<file path="src/rtl/switch_peripheral.sv">
// Memory-mapped switch/button input peripheral: two-flop synchronizer,
// per-pin debounce, sticky W1C rise/fall events and a level interrupt.
module switch_peripheral #(
    parameter int WIDTH           = 8,
    parameter int DEBOUNCE_CYCLES = 16
) (
    input  logic             clk,
    input  logic             rst,
    input  logic             rd_en_i,
    input  logic             wr_en_i,
    input  logic [31:0]      addr_i,
    input  logic [31:0]      data_i,
    output logic [31:0]      data_o,
    input  logic [WIDTH-1:0] sw_i,
    output logic             irq_o
);
    localparam int CW = $clog2(DEBOUNCE_CYCLES);
    localparam logic [CW-1:0] CNT_MAX = CW'(DEBOUNCE_CYCLES - 1);

    logic [WIDTH-1:0] meta_q, sync_q;
    logic [WIDTH-1:0] stable_q, stable_d;
    logic [CW-1:0]    cnt_q [WIDTH];
    logic [CW-1:0]    cnt_d [WIDTH];
    logic [WIDTH-1:0] rise_set, fall_set;
    logic [WIDTH-1:0] rise_q, rise_d, fall_q, fall_d;
    logic [WIDTH-1:0] ien_r_q, ien_r_d, ien_f_q, ien_f_d;
    logic [WIDTH-1:0] clr_r, clr_f;
    logic [31:0]      data_q, data_d;
    logic [31:0]      event_w, ien_w;
    logic             wr_evt, wr_ien;
    logic             unused_w;

    assign unused_w = ^{addr_i[31:4], addr_i[1:0], data_i};

    // A level is accepted only after the counter saturates while sync differs.
    always_comb begin
        stable_d = stable_q;
        rise_set = '0;
        fall_set = '0;
        for (int i = 0; i < WIDTH; i++) begin
            cnt_d[i] = '0;
            if (sync_q[i] != stable_q[i]) begin
                if (cnt_q[i] == CNT_MAX) begin
                    stable_d[i] = sync_q[i];
                    rise_set[i] = sync_q[i];
                    fall_set[i] = ~sync_q[i];
                end else begin
                    cnt_d[i] = cnt_q[i] + CW'(1);
                end
            end
        end
    end

    assign wr_evt = wr_en_i && (addr_i[3:2] == 2'b10);
    assign wr_ien = wr_en_i && (addr_i[3:2] == 2'b11);
    assign clr_r  = wr_evt ? data_i[WIDTH-1:0] : '0;
    assign clr_f  = wr_evt ? data_i[WIDTH+15:16] : '0;

    always_comb begin
        rise_d  = (rise_q & ~clr_r) | rise_set;
        fall_d  = (fall_q & ~clr_f) | fall_set;
        ien_r_d = wr_ien ? data_i[WIDTH-1:0] : ien_r_q;
        ien_f_d = wr_ien ? data_i[WIDTH+15:16] : ien_f_q;
    end

    always_comb begin
        event_w              = '0;
        event_w[WIDTH-1:0]   = rise_q;
        event_w[WIDTH+15:16] = fall_q;
        ien_w                = '0;
        ien_w[WIDTH-1:0]     = ien_r_q;
        ien_w[WIDTH+15:16]   = ien_f_q;
    end

    // Reads see pre-write register values, so read/write collisions return old data.
    always_comb begin
        data_d = data_q;
        if (rd_en_i) begin
            unique case (addr_i[3:2])
                2'b00: data_d = 32'(stable_q);
                2'b01: data_d = 32'(sync_q);
                2'b10: data_d = event_w;
                2'b11: data_d = ien_w;
            endcase
        end
    end

    always_ff @(posedge clk or posedge rst) begin
        if (rst) begin
            meta_q   <= '0;
            sync_q   <= '0;
            stable_q <= '0;
            for (int i = 0; i < WIDTH; i++) cnt_q[i] <= '0;
            rise_q   <= '0;
            fall_q   <= '0;
            ien_r_q  <= '0;
            ien_f_q  <= '0;
            data_q   <= '0;
        end else begin
            meta_q   <= sw_i;
            sync_q   <= meta_q;
            stable_q <= stable_d;
            for (int i = 0; i < WIDTH; i++) cnt_q[i] <= cnt_d[i];
            rise_q   <= rise_d;
            fall_q   <= fall_d;
            ien_r_q  <= ien_r_d;
            ien_f_q  <= ien_f_d;
            data_q   <= data_d;
        end
    end

    assign data_o = data_q;
    assign irq_o  = |((rise_q & ien_r_q) | (fall_q & ien_f_q));
endmodule

</file>
<file path="config.mk">
export PLATFORM = sky130hd
export DESIGN_NAME = switch_peripheral
export DESIGN_NICKNAME = d
export VERILOG_FILES = /design/src/rtl/switch_peripheral.sv
export SDC_FILE = /design/constraint.sdc
export NUM_CORES = 1
export LEC_CHECK = 0
export ABC_AREA = 1
export CAP_MARGIN = 20
export CORE_MARGIN = 1.5
export CORE_UTILIZATION = 50
export DETAILED_ROUTE_END_ITERATION = 10
export PLACE_DENSITY = 0.79
export RECOVER_POWER = 25
export SLEW_MARGIN = 10
export SYNTH_ARGS = -nofsm -noshare
export SYNTH_HDL_FRONTEND = slang
export SYNTH_SLANG_ARGS = --single-unit
</file>
<file path="constraint.sdc">
create_clock -name clk -period 4.63 [get_ports clk]
set_input_delay 1.389 -clock clk [delete_from_list [all_inputs] [get_ports clk]]
set_output_delay 1.389 -clock clk [all_outputs]
set_load 0.005 [all_outputs]
</file>
==> impl_metrics.tcl <==
set metrics [dict create \
    status "complete, no violations" \
    holdBufCountCts 0 \
    swShare 0.249 \
    synth_flop_cell "dfrtp_1" \
    synth_top_family_by_area "simple AND/OR/NAND/NOR gates" \
    synth_top_area_share 0.539 \
    place_area_sq_mm 0.00531 \
    h-tree-depth 3 \
    p_sw_mw 0.467 \
    fin_crit_sh 0.661 \
    avgViaCountPerCell 4.93 \
    avgSynthCellArea_sq_um 9.36 \
    crit_path_end_kind "flip-flop" \
    p_int_mw 1.41 \
    maxCapViolCount 0 \
    p_total_mw 1.88 \
    tritoncts "built" \
    report.final.slew_viol_count 0 \
    ys_types 27 \
    ioPinCount 109 \
    worstMarginPinSlew_ns 0.769 \
    hold_viol_final 0 \
    chipWidth_um 101 \
    routed_wl_um 8890 \
    syn2layout_area_growth_pct 14.4 \
    ys_seq_area_frac 0.539 \
    synthMostInstantiatedCell "nand2_1" \
    final_area_sq_mm 0.00552 \
    port_buffers 46 \
    grt_use_total 0.191 \
    clock_tree.buffer_depth 2 \
    seqCellArea_sq_mm 0.00260 \
    cts_setup_buffers 0 \
    start_util 0.520 \
    fmax_ghz 0.327 \
    core_sq_mm 0.00928 \
    power.share.clock 0.320 \
    clk_latency_ns 0.36 \
    synth_compound_area_frac 0.104 \
    synth_cells 516 \
    timing.hold.ws_ns 0.354 \
    min_path_type "reg2reg" \
    post-route-drc-count 0 \
    die-area_sq_mm 0.0103 \
    rsz0062_at_grt "no" \
    cts.reportedPaths.clkPinSlew_ns 0.09 \
    finalSetupViolCount 0 \
    clock-root-buffer "clkbuf_8" \
    synthMuxAreaShare 0 \
    p_comb_frac 0.129 \
    synth-simple-area-share 0.202 \
    grt_pass1_wl_um 15400 \
    num_rows 35 \
    critical_path_class "in2reg" \
    nNetsFinal 648 \
    p_leak_nw 2.64 \
    drtIter0Drc 116 \
    p_seq_frac 0.550 \
    diodes 0 \
    min_period_ns 3.06 \
    busiest_layer "met2" \
    overflow 0 \
    cts_buffers 9 \
    ys_top_cells_by_area "dfrtp_1 (54%), nand2_1 (8.2%), inv_1 (5.4%), nor2_1 (4.0%), o21ai_2 (2.9%)" \
    fill_cells 811 \
    slew_headroom 0.486 \
    antenna_found_initial 0 \
    required_ns 4.87 \
    grt_use_met2 0.328 \
    netlist_area_sq_mm 0.00483 \
    cp_max_fo 16 \
    hpwlAfterDp_um 6230 \
    async_flop_share 1.00 \
    fin_util 0.595 \
    grt_util_met3 0.0455 \
    r2r_slack_ns 3.38 \
    fp.dieH_um 101 \
    routabilityCongestion 0.772 \
    peakVddDrop_mv 0.230 \
    synthAdderAreaFrac 0.0207 \
    yosys_warnings 0 \
    powerDensity_mw_per_mm2 340 \
    wl_per_cell_um 12.8 \
    synth-edff-count 0 \
    cts_sinks 104 \
    grt_pass1_vias 3394 \
    ctsResizeCount 0 \
    synth_xor_xnor_area_share 0.0290 \
    vias 3434 \
    setup_tns_ns 0 \
    finClkSkew_ns 0.00652 \
    layout-drive-gt1-share 0.101 \
    grt_max_degree 105 \
    grt_use_met1 0.244 \
    yosysTopAreaCell "dfrtp_1" \
    dr.pass1.iters 4 \
    multiInputGateArea_sq_mm 0.00178 \
    crit_arrival_ns 3.30 \
    ant_nets 0 \
    yosys-top-cells-count "nand2_1 (106), dfrtp_1 (104), inv_1 (70)" \
    synth_seq_cells 104 \
    critPathLaunchType "input pin" \
]
-- kinds of logic after synthesis --
family / after synthesis
and+or+nand+nor: 215
DFF: 104
buffers and inverters: 100
AOI/OAI and AO/OA: 72
xor gates and xnor gates: 16
adders and majority gates: 8
other: 1
-- critical path, cell delays in order --
cell,delay (ns)
clkdlybuf4s50_1,0.76
buf_4,0.33
nand3_2,0.39
o21ai_0,0.31
o21ai_0,0.11
-- power groups by stage --
stage / Combinational, mW / Sequential (mW) / Clock, mW
floorplan: 0.159 / 1.04 / 0
global placement: 0.238 / 1.05 / 0
finish: 0.243 / 1.03 / 0.600
detailed placement: 0.247 / 1.05 / 0
CTS: 0.248 / 1.03 / 0.615
global route: 0.277 / 1.04 / 0.646
-- stage by stage --
stage / setup WS [ns] / cells
CTS: 1.58 / 696
floorplan: 0.509 / 531
global placement: 1.23 / 682
finish: 1.57 / 696
global route: 1.42 / 696
detailed placement: 1.22 / 682
-- layout make-up --
| cell class | instances | area share |
|---|---|---|
| sequential | 104 | 0.471 |
| timing repair buffer | 49 | 0.0897 |
| clock inverter | 3 | 0.0122 |
| inverter | 73 | 0.0505 |
| multi-input combinational | 327 | 0.321 |
| tap | 129 | 0.0292 |
| clock buffer | 11 | 0.0256 |
-- cell usage in the layout, fill, tap and decap left out, types with 10 or more instances in the layout --
master,synthesis,routed
conb_1,1,16
inv_1,70,69
nor2_1,51,51
nand2_1,106,106
clkdlybuf4s50_1,0,38
o21ai_0,20,20
nand3_2,11,11
nand3_1,27,27
o21ai_2,16,16
dfrtp_1,104,104
o21ai_1,12,12
clkbuf_8,0,10
-- routing by layer --
metal | vias to the layer above | wire, um
li1 | 1685 | -
met1 | 1649 | 3940
met2 | 86 | 4360
met3 | 14 | 447
met4 | 0 | 144
met5 | - | 0
-- worst paths after layout --
| kind | startpoint | to | cells past startpoint |
|---|---|---|---|
| worst max-delay path | addr_i[3] | fall_q[3] | 5 |
| worst min-delay path | meta_q[3] | sync_q[3] | 0 |
| worst max register to register | cnt_q[12] | stable_q[4] | 6 |
| worst min register to register | meta_q[3] | sync_q[3] | 0 |
| max in group asynchronous | rst | data_o[4] | 3 |
| min in group asynchronous | rst | cnt_q[20] | 3 |
-- state kept, by name, indices dropped and copies added, names as in the netlist --
signal,flops
meta_q,8
ien_f_q,8
data_o,16
stable_q,8
cnt_q,32
ien_r_q,8
fall_q,8
sync_q,8
rise_q,8
No activity file was read; power rests on OpenSTA's default activity.
